[config.mk]
export PLATFORM = sky130hd
export DESIGN_NAME = scene_controller
export DESIGN_NICKNAME = d
export VERILOG_FILES = /design/src/rtl/scene_pkg.sv /design/src/rtl/rect_hit.sv /design/src/rtl/scene_controller.sv
export SDC_FILE = /design/constraint.sdc
export NUM_CORES = 1
export LEC_CHECK = 0
export BUFFER_PORTS_ARGS = -buffer_cell sky130_fd_sc_hd__clkbuf_2
export CORE_ASPECT_RATIO = 1.5
export CORE_MARGIN = 1.5
export CORE_UTILIZATION = 25
export CTS_CLUSTER_DIAMETER = 50
export DETAILED_ROUTE_END_ITERATION = 8
export PLACE_DENSITY = 0.38
export SYNTH_ARGS = -nofsm -noshare
export SYNTH_HDL_FRONTEND = slang
export SYNTH_SLANG_ARGS = --single-unit
[constraint.sdc]
create_clock -name clk -period 3 [get_ports clk]
set_clock_uncertainty 0.15 [all_clocks]
set_input_delay 0.3 -clock clk [delete_from_list [all_inputs] [get_ports clk]]
set_output_delay 0.3 -clock clk [all_outputs]
set_load 0.01 [all_outputs]
[src/rtl/scene_pkg.sv]
// Shared scene codes, default screen geometry and width helpers for the
// scene/menu controller.
package scene_pkg;

    // Scene codes; the WIN/LOSE codes move with the number of levels.
    localparam int S_START     = 0;
    localparam int S_MENU      = 1;
    localparam int S_PLAY_BASE = 2;

    function automatic int s_win(input int num_levels);
        return num_levels + 2;
    endfunction

    function automatic int s_lose(input int num_levels);
        return num_levels + 3;
    endfunction

    // Default 640x480 screen layout.
    localparam int DEF_START_X0  = 200;
    localparam int DEF_START_X1  = 440;
    localparam int DEF_START_Y0  = 270;
    localparam int DEF_START_Y1  = 320;
    localparam int DEF_BTN_X0    = 160;
    localparam int DEF_BTN_X1    = 480;
    localparam int DEF_BTN_Y0    = 80;
    localparam int DEF_BTN_H     = 60;
    localparam int DEF_BTN_PITCH = 120;

    function automatic int clog2(input int n);
        int r;
        r = 0;
        while ((1 << r) < n) r++;
        return r;
    endfunction

    function automatic int lvl_w(input int num_levels);
        return (clog2(num_levels) < 1) ? 1 : clog2(num_levels);
    endfunction

    typedef enum logic [2:0] {
        PH_START,
        PH_MENU,
        PH_PLAY,
        PH_WIN,
        PH_LOSE
    } phase_t;

endpackage

[src/rtl/rect_hit.sv]
// Combinational point-in-rectangle test; low edges inclusive, high edges
// exclusive, compared at 11 bits so rectangle edges past 1023 never wrap.
module rect_hit #(
    parameter int X0 = 0,
    parameter int X1 = 0,
    parameter int Y0 = 0,
    parameter int Y1 = 0
) (
    input  logic [9:0] x,
    input  logic [9:0] y,
    output logic       hit
);

    localparam logic [10:0] LX0 = 11'(X0);
    localparam logic [10:0] LX1 = 11'(X1);
    localparam logic [10:0] LY0 = 11'(Y0);
    localparam logic [10:0] LY1 = 11'(Y1);

    logic [10:0] x11;
    logic [10:0] y11;

    assign x11 = {1'b0, x};
    assign y11 = {1'b0, y};
    assign hit = (x11 >= LX0) && (x11 < LX1) && (y11 >= LY0) && (y11 < LY1);

endmodule

[src/rtl/scene_controller.sv]
// Scene/menu state machine: turns mouse clicks and game result pulses into
// START / MENU / PLAY(i) / WIN / LOSE transitions with level unlocking.
module scene_controller
    import scene_pkg::*;
#(
    parameter  int          NUM_LEVELS     = 3,
    parameter  int          LOCK_LEVELS    = 1,
    parameter  int          START_X0       = DEF_START_X0,
    parameter  int          START_X1       = DEF_START_X1,
    parameter  int          START_Y0       = DEF_START_Y0,
    parameter  int          START_Y1       = DEF_START_Y1,
    parameter  int          BTN_X0         = DEF_BTN_X0,
    parameter  int          BTN_X1         = DEF_BTN_X1,
    parameter  int          BTN_Y0         = DEF_BTN_Y0,
    parameter  int          BTN_H          = DEF_BTN_H,
    parameter  int          BTN_PITCH      = DEF_BTN_PITCH,
    parameter  int unsigned RESULT_TIMEOUT = 500_000_000,
    localparam int          SCENE_W        = clog2(NUM_LEVELS + 4),
    localparam int          LVL_W          = lvl_w(NUM_LEVELS)
) (
    input  logic                  clk,
    input  logic                  rst,
    input  logic [9:0]            mouse_x,
    input  logic [9:0]            mouse_y,
    input  logic                  mouse_l,
    input  logic                  game_win,
    input  logic                  game_lose,
    input  logic                  game_quit,
    output logic [SCENE_W-1:0]    scene,
    output logic [LVL_W-1:0]      level,
    output logic                  scene_enter,
    output logic                  hover_valid,
    output logic [LVL_W-1:0]      hover_idx,
    output logic [NUM_LEVELS-1:0] unlocked
);

    localparam logic [NUM_LEVELS-1:0] UNLOCK_RST =
        (LOCK_LEVELS != 0) ? NUM_LEVELS'(1) : {NUM_LEVELS{1'b1}};

    phase_t                  state_q, state_d;
    logic [LVL_W-1:0]        level_d;
    logic [NUM_LEVELS-1:0]   unlocked_q, unlocked_d;
    logic [31:0]             timer_q, timer_d;
    logic                    mouse_l_d;
    logic                    click;
    logic                    start_hit;
    logic [NUM_LEVELS-1:0]   btn_hit;
    logic                    menu_hit;
    logic                    menu_open;
    logic [LVL_W-1:0]        menu_idx;
    logic                    hover_valid_d;
    logic [LVL_W-1:0]        hover_idx_d;

    rect_hit #(
        .X0(START_X0), .X1(START_X1), .Y0(START_Y0), .Y1(START_Y1)
    ) u_start_hit (
        .x  (mouse_x),
        .y  (mouse_y),
        .hit(start_hit)
    );

    for (genvar g = 0; g < NUM_LEVELS; g++) begin : g_btn
        rect_hit #(
            .X0(BTN_X0),
            .X1(BTN_X1),
            .Y0(BTN_Y0 + g * BTN_PITCH),
            .Y1(BTN_Y0 + g * BTN_PITCH + BTN_H)
        ) u_btn_hit (
            .x  (mouse_x),
            .y  (mouse_y),
            .hit(btn_hit[g])
        );
    end

    // Walk downward so the lowest overlapping button index is the one kept.
    always_comb begin
        menu_hit  = 1'b0;
        menu_open = 1'b0;
        menu_idx  = '0;
        for (int i = NUM_LEVELS - 1; i >= 0; i--) begin
            if (btn_hit[i]) begin
                menu_hit  = 1'b1;
                menu_open = unlocked_q[i];
                menu_idx  = LVL_W'(i);
            end
        end
    end

    // mouse_l_d resets high so a button held through reset is not a click.
    assign click = mouse_l & ~mouse_l_d;

    always_comb begin
        state_d    = state_q;
        level_d    = level;
        unlocked_d = unlocked_q;
        timer_d    = '0;
        case (state_q)
            PH_START: begin
                if (click && start_hit) state_d = PH_MENU;
            end
            PH_MENU: begin
                if (click && menu_hit && menu_open) begin
                    state_d = PH_PLAY;
                    level_d = menu_idx;
                end
            end
            PH_PLAY: begin
                if (game_lose) begin
                    state_d = PH_LOSE;
                end else if (game_win) begin
                    state_d = PH_WIN;
                    for (int i = 1; i < NUM_LEVELS; i++) begin
                        if (int'(level) + 1 == i) unlocked_d[i] = 1'b1;
                    end
                end else if (game_quit) begin
                    state_d = PH_MENU;
                end
            end
            PH_WIN, PH_LOSE: begin
                if (click || (RESULT_TIMEOUT != 0 && timer_q == RESULT_TIMEOUT - 1))
                    state_d = PH_MENU;
                else
                    timer_d = timer_q + 32'd1;
            end
            default: state_d = PH_START;
        endcase
    end

    always_comb begin
        hover_valid_d = 1'b0;
        hover_idx_d   = '0;
        case (state_q)
            PH_START: hover_valid_d = start_hit;
            PH_MENU: begin
                if (menu_hit && menu_open) begin
                    hover_valid_d = 1'b1;
                    hover_idx_d   = menu_idx;
                end
            end
            default: hover_valid_d = 1'b0;
        endcase
    end

    always_comb begin
        case (state_q)
            PH_START: scene = SCENE_W'(S_START);
            PH_MENU:  scene = SCENE_W'(S_MENU);
            PH_PLAY:  scene = SCENE_W'(S_PLAY_BASE + int'(level));
            PH_WIN:   scene = SCENE_W'(s_win(NUM_LEVELS));
            PH_LOSE:  scene = SCENE_W'(s_lose(NUM_LEVELS));
            default:  scene = SCENE_W'(S_START);
        endcase
    end

    always_ff @(posedge clk or posedge rst) begin
        if (rst) begin
            state_q     <= PH_START;
            level       <= '0;
            unlocked_q  <= UNLOCK_RST;
            timer_q     <= '0;
            mouse_l_d   <= 1'b1;
            scene_enter <= 1'b0;
            hover_valid <= 1'b0;
            hover_idx   <= '0;
        end else begin
            state_q     <= state_d;
            level       <= level_d;
            unlocked_q  <= (LOCK_LEVELS != 0) ? unlocked_d : {NUM_LEVELS{1'b1}};
            timer_q     <= timer_d;
            mouse_l_d   <= mouse_l;
            scene_enter <= (state_d != state_q);
            hover_valid <= hover_valid_d;
            hover_idx   <= hover_idx_d;
        end
    end

    assign unlocked = unlocked_q;

endmodule

==> results by group <==
Power
  – P per Cell Area: between 500 and 600 nW/µm²
  – Leakage: 0.00122 µW
  – Worst vdd ir: 0.000260 V
  – Tot Pwr: 1510 µW

Setup path
  – Critical Path Start: timer_q[20]
  – CP Class: reg2reg
  – Reg-to-reg startpoint: timer_q[20]
  – Worst setup EP type: flip-flop
  – Critical path fanouts, max: 5
  – Reg2reg end: state_q[1]
  – R2R Setup Slk: between 0.4 and 0.5 ns
  – R2R depth: 6
  – Setup crit end: state_q[1]
  – CP startpoint kind: flip-flop
  – Arr. time, crit path: 2.61 ns
  – Worst endpoint required time: ~3.0 ns

Drt
  – Wirelength per Cell: 14.1 µm
  – DRC Markers: 0
  – Count of routing violations after the opening detailed-route iteration: 57
  – DR vias: 2058
  – Routed WL: 6080 µm
  – Drt pass-1 iters: 6
  – Vias per inst: 4.79
  – Post-route ant nets: 0

Finish
  – Final std cells w/o fill: 430
  – Area Growth Syn to Fin: 22.6%
  – Core Util, Final: 0.313
  – Antenna cells: 0
  – Share of layout cells above drive strength 1: 0.178
  – Net count, final: 341

Clocking
  – Post-CTS setup buffers: 0
  – CTS tree: built
  – Clk Latency, worst-skew pair: 0.28 ns
  – Total CTS buffers: 5
  – Clock sink count: 44
  – Clock Path Buffers: 2
  – Htree depth: 2
  – Clock root cell: clkbuf_16
  – Clk pin slew, worst setup/hold paths: 0.06 ns

Floorplanning
  – Die ar.: just over 10000 µm²
  – Initial Utilization: 0.255
  – Die width: about 84 µm
  – Core area: 9580 µm²
  – Std cell rows: 44
  – # IOs: 38
  – Die H: 124 µm

Global route
  – First-pass GRT wire length: ~10000 µm
  – Vias in the first global route: between 2000 and 2500
  – Initial antenna violation count: 0
  – Grt ovf: 0
  – Largest net degree at the start of global routing: 45
  – Gr usage total: 0.125

Job
  – Number of max-cap violations: 0

Logic synthesis
  – FF+latch count, synth: 44
  – Post-Synthesis Cells: 275
  – Largest area contributor in the netlist: dfrtp_1
  – Sequential area share after synthesis: 0.451
  – Async SR Flop Fraction: 1.00
  – Yosys warning total: 0
  – Yosys top cell area share: 0.440
  – Top FF cell, synth: dfrtp_1
  – Post-Syn Area: 2440 µm²
  – Yosys cell types: 51
  – Area contributors post-synth: dfrtp_1 44%, nor2_1 8.0%, xnor2_1 6.1%
  – Syn_nets: 302
  – Post-synth EDFFs: 0
  – Avg Cell Area, Syn: a little under 9 µm²

Timing
  – Tmin final: 2.59 ns
  – Tightest Pin Transition: 0.942 ns
  – Final setup viols: 0
  – Slew Viols, Final: 0
  – Setup TNS: 0 ns
  – Max Freq: 386 MHz
  – Rel. slew slack: 0.371
  – Final worst path period share: 0.863
  – Hold Fails Final Rpt: 0
  – RSZ-0062 raised after global routing: no

Placement
  – Placed insts: ~420
  – Number of I/O port buffers: 32
  – Placer congestion estimate: 0.693
  – DPL Wire Length: 4580 µm

Status
  – Status: completed

Hold path
  – Worst hold path type: in2async
per-layer routing:
metal	part of all wire	track usage	up-vias	wire length, µm
met2	0.57	0.255	36	3450
met3	0.027	0.0186	5	161
li1	-	-	1030	-
met1	0.39	0.127	987	2370
met4	0.016	0.0441	0	96
met5	0	0	-	0
registers in the layout (all words and copies together) (netlist names):
signal	cells
level	2
hover_valid	1
unlocked	2
hover_idx	2
mouse_l_d	1
scene_enter	1
timer_q	32
state_q	3
cells in the final DEF, fill, tap and decap left out, types with 2 or more instances in the layout:
| cell | n |
|---|---|
| mux2i_1 | 2 |
| nor4_1 | 4 |
| nand2b_1 | 4 |
| nor3_1 | 12 |
| inv_1 | 11 |
| or3_1 | 4 |
| nor2b_1 | 4 |
| a21oi_1 | 7 |
| o211ai_1 | 2 |
| and3_1 | 6 |
| a21o_1 | 2 |
| clkbuf_16 | 5 |
| a31oi_1 | 2 |
| dfrtp_1 | 43 |
| nand3b_1 | 3 |
| and2_1 | 2 |
| bufinv_16 | 3 |
| o21ai_0 | 7 |
| nand2_1 | 20 |
| nand4_1 | 13 |
| xor2_1 | 11 |
| nor2_1 | 52 |
| buf_4 | 5 |
| clkbuf_2 | 32 |
| xnor2_1 | 17 |
| nand3_1 | 12 |
| a211oi_1 | 2 |
worst min-delay path by stage:
stage | startpoint | endpoint | slack (ns) | cells past startpoint
floorplan | mouse_l | mouse_l_d | 0.15 | 0
global placement | mouse_l | mouse_l_d | 0.26 | 1
CTS | rst | unlocked[1] | 0.12 | 2
global route | rst | unlocked[1] | 0.16 | 2
detailed placement | mouse_l | mouse_l_d | 0.27 | 1
finish | rst | unlocked[1] | 0.06 | 2
area by class of cell:
type	instances	area (µm²)
Timing Repair Buffer	39	228
Sequential cell	44	1100
Tap cell	115	144
Clock buffer	5	125
Multi-Input combinational cell	212	1260
Inverter	12	45.0
Clock inverter	3	90.1
Fill cell	1067	6580
Yosys cell counts (all sizes together) (5+ instances only):
cell,n
a21oi,7
and3,7
dfrtp,43
inv,12
nand2,20
nand3,12
nand4,13
nor2,52
nor3,12
nor4,5
o21ai,7
xnor2,17
xor2,11
critical path: stages (launching register included):
cell     delay (ns)
dfrtp_1        0.43
or4b_2         0.69
nor4_1         0.43
a31oi_1        0.29
inv_1          0.14
o22ai_1        0.12
or2_1          0.23
report_power, final:
group          leakage, µW  switching, µW  internal (µW)
clock             0.000104            226            561
sequential        0.000597           15.9            604
combinational     0.000517           62.9           40.2
total              0.00122            304           1210
timing repair:
| item | CTS | global route |
|---|---|---|
| hold buffers | 1 | 0 |
| endpoints found under the hold margin | 1 | 0 |
| resized for setup | 0 | 0 |
cell families after synthesis:
logic type / count (synthesis) / share of synthesized area
AND/OR/NAND/NOR: 151 / 0.322
flip-flops: 44 / 0.451
AO/OA/AOI/OAI: 29 / 0.0794
XOR/XNOR: 28 / 0.100
buffers and inverters: 19 / 0.0323
multiplexers: 2 / 0.00819
adder cells (fa/ha/maj): 1 / 0.00512
other: 1 / 0.00153
per-stage QoR:
step                      instance area (µm²)  hold WS [ns]  setup slack (ns)
final                                    3000        0.0590             0.410
after global routing                     3000         0.157             0.276
after CTS                                3000         0.117             0.343
after detailed placement                 2770         0.268             0.358
after global placement                   2770         0.264             0.374
after floorplan                          2440         0.154             0.767
Power figures use the tool's default switching activity.
